## src/rtl/pe_collect_pkg.sv

```systemverilog
// Shared definitions for the PE result collector: FSM encoding, default
// geometry and the ReLU helper used on every captured accumulator word.
package pe_collect_pkg;

  typedef enum logic [1:0] {
    IDLE    = 2'd0,
    COLLECT = 2'd1,
    DONE    = 2'd2
  } state_t;

  localparam int N_OUT_DEF = 10;
  localparam int DW_DEF    = 32;
  localparam int IW_DEF    = 4;

  // Widest word the ReLU helper accepts; callers zero-extend into it.
  localparam int MAX_DW = 64;

  // Clamp a w-bit two's-complement value (held in the low bits of x) at zero.
  function automatic logic [MAX_DW-1:0] relu(input logic [MAX_DW-1:0] x,
                                             input int unsigned      w);
    if (((x >> (w - 1)) & MAX_DW'(1)) != '0) begin
      return '0;
    end
    return x;
  endfunction

endpackage

```

## src/rtl/pe_collect_if.sv

```systemverilog
// Control/data bundle between a PE array controller and pe_collect.
interface pe_collect_if #(
  parameter int DW = pe_collect_pkg::DW_DEF,
  parameter int IW = pe_collect_pkg::IW_DEF
);

  logic          start;
  logic [DW-1:0] pe_out;
  logic          done_flag;
  logic [IW-1:0] rd_addr;
  logic [DW-1:0] rd_data;
  logic          busy;
  logic          result_valid;
  logic [IW-1:0] class_idx;
  logic [DW-1:0] max_val;

  modport master (
    output start, pe_out, done_flag, rd_addr,
    input  rd_data, busy, result_valid, class_idx, max_val
  );

  modport slave (
    input  start, pe_out, done_flag, rd_addr,
    output rd_data, busy, result_valid, class_idx, max_val
  );

endinterface

```

## src/rtl/pe_collect_rise_detect.sv

```systemverilog
// Registered 0->1 detector for the PE completion level.
module rise_detect (
  input  logic clock,
  input  logic reset,
  input  logic in_i,
  output logic rise_o
);

  logic in_q;

  always_ff @(posedge clock) begin
    if (reset) begin
      in_q <= 1'b0;
    end else begin
      in_q <= in_i;
    end
  end

  assign rise_o = in_i & ~in_q;

endmodule

```

## src/rtl/pe_collect.sv

```systemverilog
// Collects N_OUT PE results (ReLU applied), stores them in a flop array and
// tracks a running argmax; results stay readable until the next start.
module pe_collect
  import pe_collect_pkg::*;
#(
  parameter int N_OUT = N_OUT_DEF,
  parameter int DW    = DW_DEF,
  parameter int IW    = IW_DEF
) (
  input logic         clock,
  input logic         reset,
  pe_collect_if.slave bus
);

  localparam int CW = IW + 1;

  state_t        state_q;
  state_t        state_d;
  logic [CW-1:0] cnt_q;
  logic [DW-1:0] max_q;
  logic [IW-1:0] idx_q;
  logic [DW-1:0] mem_w [N_OUT];
  logic [DW-1:0] rd_mux;
  logic [DW-1:0] relu_val;
  logic          rise;
  logic          capture;
  logic          last_capture;
  logic          new_max;
  logic          busy_o;
  logic          valid_o;

  rise_detect u_rise (
    .clock  (clock),
    .reset  (reset),
    .in_i   (bus.done_flag),
    .rise_o (rise)
  );

  assign relu_val = DW'(relu(MAX_DW'(bus.pe_out), DW));

  // start re-arms and takes precedence over a coincident capture edge.
  assign capture      = rise & (state_q == COLLECT) & ~bus.start;
  assign last_capture = capture & (cnt_q == CW'(N_OUT - 1));
  assign new_max      = (cnt_q == '0) | (relu_val > max_q);

  always_ff @(posedge clock) begin
    if (reset) begin
      state_q <= IDLE;
    end else begin
      state_q <= state_d;
    end
  end

  always_comb begin
    state_d = state_q;
    case (state_q)
      IDLE: begin
        if (bus.start) begin
          state_d = COLLECT;
        end
      end
      COLLECT: begin
        if (bus.start) begin
          state_d = COLLECT;
        end else if (last_capture) begin
          state_d = DONE;
        end
      end
      DONE: begin
        if (bus.start) begin
          state_d = COLLECT;
        end
      end
      default: state_d = IDLE;
    endcase
  end

  always_comb begin
    busy_o  = (state_q == COLLECT);
    valid_o = (state_q == DONE);
  end

  // Running argmax; the first capture seeds it so an all-zero set reports index 0.
  always_ff @(posedge clock) begin
    if (reset || bus.start) begin
      cnt_q <= '0;
      max_q <= '0;
      idx_q <= '0;
    end else if (capture) begin
      cnt_q <= cnt_q + CW'(1);
      if (new_max) begin
        max_q <= relu_val;
        idx_q <= cnt_q[IW-1:0];
      end
    end
  end

  genvar gi;
  generate
    for (gi = 0; gi < N_OUT; gi++) begin : g_entry
      logic [DW-1:0] entry_q;

      always_ff @(posedge clock) begin
        if (reset || bus.start) begin
          entry_q <= '0;
        end else if (capture && (cnt_q == CW'(gi))) begin
          entry_q <= relu_val;
        end
      end

      assign mem_w[gi] = entry_q;
    end
  endgenerate

  // Addresses with no matching entry fall through to zero.
  always_comb begin
    rd_mux = '0;
    for (int i = 0; i < N_OUT; i++) begin
      if (bus.rd_addr == IW'(i)) begin
        rd_mux = mem_w[i];
      end
    end
  end

  assign bus.rd_data      = rd_mux;
  assign bus.busy         = busy_o;
  assign bus.result_valid = valid_o;
  assign bus.class_idx    = idx_q;
  assign bus.max_val      = max_q;

endmodule

```

## src/flat_wrapper.sv

```systemverilog
// flat-port wrapper written by rule: the top's interface ports become plain ports
module pe_collect_flat import pe_collect_pkg::*;
#(
  parameter int N_OUT = N_OUT_DEF,
  parameter int DW    = DW_DEF,
  parameter int IW    = IW_DEF
)
  (clock, reset, bus_start, bus_pe_out, bus_done_flag, bus_rd_addr, bus_rd_data, bus_busy, bus_result_valid, bus_class_idx, bus_max_val);
  pe_collect_if #(.DW(DW), .IW(IW)) bus_i ();
  input logic clock;
  input logic reset;
  input wire logic [$bits(bus_i.start)-1:0] bus_start;
  input wire logic [$bits(bus_i.pe_out)-1:0] bus_pe_out;
  input wire logic [$bits(bus_i.done_flag)-1:0] bus_done_flag;
  input wire logic [$bits(bus_i.rd_addr)-1:0] bus_rd_addr;
  output wire logic [$bits(bus_i.rd_data)-1:0] bus_rd_data;
  output wire logic [$bits(bus_i.busy)-1:0] bus_busy;
  output wire logic [$bits(bus_i.result_valid)-1:0] bus_result_valid;
  output wire logic [$bits(bus_i.class_idx)-1:0] bus_class_idx;
  output wire logic [$bits(bus_i.max_val)-1:0] bus_max_val;
  assign bus_i.start = bus_start;
  assign bus_i.pe_out = bus_pe_out;
  assign bus_i.done_flag = bus_done_flag;
  assign bus_i.rd_addr = bus_rd_addr;
  assign bus_rd_data = bus_i.rd_data;
  assign bus_busy = bus_i.busy;
  assign bus_result_valid = bus_i.result_valid;
  assign bus_class_idx = bus_i.class_idx;
  assign bus_max_val = bus_i.max_val;
  pe_collect #(.N_OUT(N_OUT), .DW(DW), .IW(IW)) u_core (.clock(clock), .reset(reset), .bus(bus_i));
endmodule
```

## config.mk

```make
export PLATFORM = sky130hd
export DESIGN_NAME = pe_collect_flat
export DESIGN_NICKNAME = d
export VERILOG_FILES = /design/src/rtl/pe_collect_pkg.sv /design/src/rtl/pe_collect_if.sv /design/src/rtl/pe_collect_rise_detect.sv /design/src/rtl/pe_collect.sv /design/src/flat_wrapper.sv
export SDC_FILE = /design/constraint.sdc
export NUM_CORES = 1
export LEC_CHECK = 0
export ABC_AREA = 1
export BUFFER_PORTS_ARGS = -buffer_cell sky130_fd_sc_hd__buf_2
export CORE_UTILIZATION = 50
export DETAILED_ROUTE_END_ITERATION = 16
export PLACE_DENSITY = 0.71
export SLEW_MARGIN = 20
export SYNTH_ARGS = -nofsm -noshare
export SYNTH_HDL_FRONTEND = slang
export SYNTH_SLANG_ARGS = --single-unit
```

## constraint.sdc

```tcl
create_clock -name clock -period 2.19 [get_ports clock]
set_input_delay 0.1095 -clock clock [delete_from_list [all_inputs] [get_ports clock]]
set_output_delay 0.1095 -clock clock [all_outputs]
set_load 0.01 [all_outputs]
```

# Word level (Yosys, flattened, before mapping)
# Index checks and enable logic that the tools add are counted.
# classes
reduce_logical,17
order_cmp,1
addsub,1
mux,17
bitwise_logic,7
eq_ne,22
# ops
cell,n
32-bit two-way mux,12
32-bit greater-than comparator,1
"5-bit by 3-bit equality test with 1-bit output, second input constant",4
"4-bit by 3-bit equality test with 1-bit output, second input constant",4
"5-bit by 2-bit equality test with 1-bit output, second input constant",2
"5-bit by 4-bit equality test with 1-bit output, second input constant",2
1-bit logical AND,10
"4-bit by 2-bit equality test with 1-bit output, second input constant",2
"4-bit equality test, second input constant",2
2-bit two-way mux,3
"5-bit by 1-bit adder with 5-bit output, second input constant",1
"5-bit by 1-bit equality test with 1-bit output, second input constant",1
5-bit zero test,1
1-bit bitwise AND,4
"4-bit by 1-bit equality test with 1-bit output, second input constant",1
4-bit zero test,1
2-bit case mux with 2 select lines,1
2-bit AND reduction,2
"3-bit by 2-bit inequality test with 1-bit output, second input constant",1
"2-bit by 1-bit equality test with 1-bit output, second input constant",1
"2-bit equality test, second input constant",1
2-bit zero test,1
"2-bit by 1-bit inequality test with 1-bit output, second input constant",1
1-bit inverter,2
4 further kinds,4
# word_totals
inputBits,40
ff_bits,364
output_inout_bits,70

# Logic depth before layout (Yosys ltp)
# depth
word_depth,11
depth_mapped,21
ltp_nobuf,18

# By module
# Synthesis repeated with hierarchy kept, for this count alone.
# unflattened
cells_unflattened,1989
hier_area_um2,14999.4
# by_module_without_submodules
module,area_per_inst_um2,seq_area_each_um2,instances,cells_each
pe_collect,14968.1,7046.8,1,1985
rise_detect,31.3,20.0,1,4

# Worst setup path before layout
# Ideal clock, no wire load.
# synth_path
path_kind,input to register
from,input port bus_pe_out[31]
to,register u_core.max_q[25] (netlist: u_core.bus.max_val[25])
t_required_ns,2.075
arrival_time_ns,2.132
stages,15
path_slack_ns,-0.057
setup_ns,0.115
path_buffers,2
path_cell_list,inv_1 > clkbuf_1 > nand2_1 > inv_1 > ha_1 > a21o_1 > a21oi_1 > nand2_1 > a21oi_1 > nand2_1 > nand2_1 > clkbuf_1 > nand3_1 > nand2_1 > nor2_1
# synth_via
elab_chain_cells,5
# synth_lines
item,line_no,text
"start, declared",flat_wrapper.sv:13,input wire logic [$bits(bus_i.pe_out)-1:0] bus_pe_out;
1-bit two-way mux,pe_collect_pkg.sv:21,if (((x >> (w - 1)) & MAX_DW'(1)) != '0) begin
32-bit two-way mux,pe_collect_pkg.sv:24,return x;
via u_core.relu_val[29],pe_collect.sv:24,logic [DW-1:0] relu_val;
32-bit greater-than comparator,pe_collect.sv:44,assign new_max = (cnt_q == '0) | (relu_val > max_q);
1-bit bitwise OR,pe_collect.sv:44,
2-bit AND reduction (no source line),--,
"end signal, assigned",pe_collect.sv:92,max_q <= relu_val;
"end, declared",pe_collect.sv:20,logic [DW-1:0] max_q;
# The timed path passes the listed nets, and every way through them passes these cells.
# A chain may end at the register's enable or synchronous reset.

# Worst setup path in the final report
# layout_path
from,register u_core.g_entry[0].entry_q[8]
to,output port bus_rd_data[8]
# layout_via
elab_chain_cells,10
# layout_lines
item,line_no,text
"start, declared",pe_collect.sv:101,logic [DW-1:0] entry_q;
"start signal, assigned",pe_collect.sv:107,entry_q <= relu_val;
32-bit two-way mux (10 in a row),pe_collect.sv:119,if (bus.rd_addr == IW'(i)) begin
"end, declared",flat_wrapper.sv:16,output wire logic [$bits(bus_i.rd_data)-1:0] bus_rd_data;
# No other way between the ends.

==> impl_metrics.json <==
{
  "status": "completed",
  "min_period_over_period_pct": 94.5,
  "setup_viol_count_final": 0,
  "die_height_um": 176,
  "seqCellArea_um2": 7070,
  "final_cell_mix": "394 x a21oi_1, 353 x dfxtp_1, 282 x nand2_1",
  "tightest_slew_ps": 532,
  "syn_area_um2": 15100,
  "clk_pin_slew_worst_paths_ps": 60,
  "h-tree-depth": 2,
  "synth.top_cell.area_share_pct": 46.8,
  "cap_viol_max_count": 0,
  "layout_commonest_cell": "a21oi_1",
  "finalMaxSlewViolations": 0,
  "clock_path_buffers": 3,
  "cp-end-kind": "primary output",
  "grt_max_degree": 88,
  "die_x_um": 176,
  "ys_warn_count": 0,
  "clock_latency_ps": 530,
  "drc": 0,
  "cts_tree": "done",
  "start_kind": "flop",
  "cts-root-buf": "clkbuf_16",
  "hold_viol_final": 0,
  "viasPerCell": 5.75,
  "powerDensity_nw_per_um2": 785,
  "fillers": 2659,
  "dieArea_um2": 30900,
  "yosys.area.top_type": "dfxtp_1",
  "top_level_ports": 110,
  "ir_worst_vdd_mv": 0.569,
  "synth-seq-cells": 353,
  "crit_buf_inv": 2,
  "power.total_mw": 14.2,
  "r2r_slack_ps": 170,
  "fmax_ghz": 0.483,
  "antenna_cells": 0,
  "firstDrtPassIters": 5,
  "wl_per_cell_um": 18.6,
  "cts-buffers-inserted": 37,
  "ys_seq_area_share_pct": 46.8,
  "worst_ep_arrival_time_ps": 1960,
  "track_usage_pct": 30.7,
  "vias": 14700,
  "dp.cells": 2493,
  "worst_hold_slack_ps": 42.8,
  "pre_cts_slack_ps": -119,
  "setup_ws_ps": 120,
  "critical_path_class": "reg2out",
  "drive_gt1_share_pct": 15.2,
  "port_buffers": 107,
  "path_cells": "inv_1 -> o21ai_0 -> a211oi_2 -> nand4_1 -> a21oi_1 -> nand3_1 -> buf_2",
  "grt_overflow": 0,
  "grt_pass1_wl_mm": 74.4,
  "gp_congestion": 0.878,
  "maxSlewHeadroom_pct": 64.5,
  "path_delay_family": "compound AO/OA/AOI/OAI gates",
  "yosys.cell_types.count": 36,
  "cts_sinks": 353,
  "multi_input_area_um2": 6700,
  "drt-total-wl_mm": 47.8,
  "skew_ps": 17.5,
  "cpMaxStageDelayCell": "a211oi_2",
  "coreArea_um2": 29700,
  "yosys-top-cells-area": "dfxtp_1 47%, a21oi_1 13%, o21ai_0 8.9%",
  "cp_max_fo": 2,
  "avgSynthCellArea_um2": 7.50,
  "initial_core_util_pct": 50.9,
  "worst_ep_required_time_ps": 2080,
  "antenna_left": 0,
  "cpPeakStageDelay_ps": 320,
  "fin_cells": 2565,
  "first_global_vias": 14100,
  "period_needed_ps": 2070,
  "leakage_nw": 7.65,
  "worstHoldPathType": "in2reg",
  "drt_iter0_markers": 1278,
  "area_growth_pct": 20.0,
  "rows": 63,
  "syn_inst": 2015,
  "antenna_found_initial": 0,
  "hpwl_mm": 32.4,
  "nNetsFinal": 2223
}
## logic make-up (layout without fill, tap and decap cells)
kind of cell	after synthesis	count (layout)	synth area share, %
adder cells (fa/ha/maj)	35	35	2.90
AND/OR/NAND/NOR	520	520	14.8
buffers and inverters	346	505	9.25
other	1	2	0.0248
AO/OA/AOI/OAI	760	760	26.3
flip-flops	353	353	46.8
## per-layer routing
| metal | routed length, um | share of wire, % | GRT usage [%] |
|---|---|---|---|
| met2 | 23800 | 50 | 53.9 |
| met4 | 2590 | 5.4 | 17.4 |
| met5 | 0 | 0 | 0 |
| met3 | 2520 | 5.3 | 3.40 |
| met1 | 18900 | 40 | 36.2 |
## layout make-up
class	count	area share, %
Sequential cell	353	39.0
Multi-Input combinational cell	1317	36.9
Timing Repair Buffer	238	9.97
Clock buffer	48	5.88
Inverter	201	4.17
Tap cell	390	2.69
Clock inverter	18	1.39
## cells in the mapped netlist (all sizes together)
| master | n |
|---|---|
| nor2 | 99 |
| nand2 | 285 |
| o221ai | 1 |
| inv | 196 |
| dfxtp | 353 |
| nand4 | 37 |
| a21oi | 394 |
| buf | 56 |
| ha | 35 |
| nand3b | 1 |
| a31oi | 1 |
| nand3 | 87 |
| nor3 | 11 |
| clkbuf | 89 |
| conb | 1 |
| o2111ai | 19 |
| a211oi | 26 |
| o22ai | 6 |
| clkinv | 5 |
| a21o | 2 |
| o21a | 1 |
| o21ai | 310 |
## worst min-delay path: stages
cell	delay [ps]
buf_2	130
nand2_1	80
buf_4	150
a21oi_1	60
## path summary, 6_finish.rpt
kind              depth (start not counted)                                   endpoint                                      start
setup / recovery                          7                             bus_rd_data[8]  u_core.g_entry[0].entry_q[8]$_SDFFE_PP0P_
hold / removal                            4  u_core.g_entry[0].entry_q[6]$_SDFFE_PP0P_                              bus_pe_out[6]
setup reg to reg                         12        u_core.bus.max_val[21]$_SDFFE_PP0P_        u_core.bus.max_val[25]$_SDFFE_PP0P_
hold reg to reg                           2  u_core.g_entry[2].entry_q[5]$_SDFFE_PP0P_  u_core.g_entry[2].entry_q[5]$_SDFFE_PP0P_
## power breakdown
part | internal (mW) | switching, mW
logic | 0.326 | 0.629
clock network | 4.15 | 2.66
registers | 6.45 | 0.0170
## per-stage QoR
| stage | TNS, ps | cell area (um^2) | utilization, % |
|---|---|---|---|
| after floorplan | -1630 | 15100 | - |
| after global placement | -3270 | 16700 | 56.3 |
| after detailed placement | -3140 | 16700 | 56.3 |
| after CTS | 0 | 18100 | 60.9 |
| after global routing | -44.5 | 18100 | 61.0 |
| final | 0 | 18100 | 61.0 |
## registers in the layout, summed over array words and instances, names as in the netlist
| register | flops |
|---|---|
| u_core.g_entry.entry_q | 310 |
| u_core.u_rise.in_q | 1 |
| u_core.bus.max_val | 31 |
| u_core.bus.class_idx | 4 |
| u_core.state_q | 2 |
| u_core.cnt_q | 5 |
## timing repair
action,4_1_cts,5_1_grt
endpoints found under the setup margin,0,36
hold endpoints to repair,4,0
buffers inserted,0,1
gates resized for setup,0,6
hold buffers,4,0
Power figures use the tool's default switching activity.
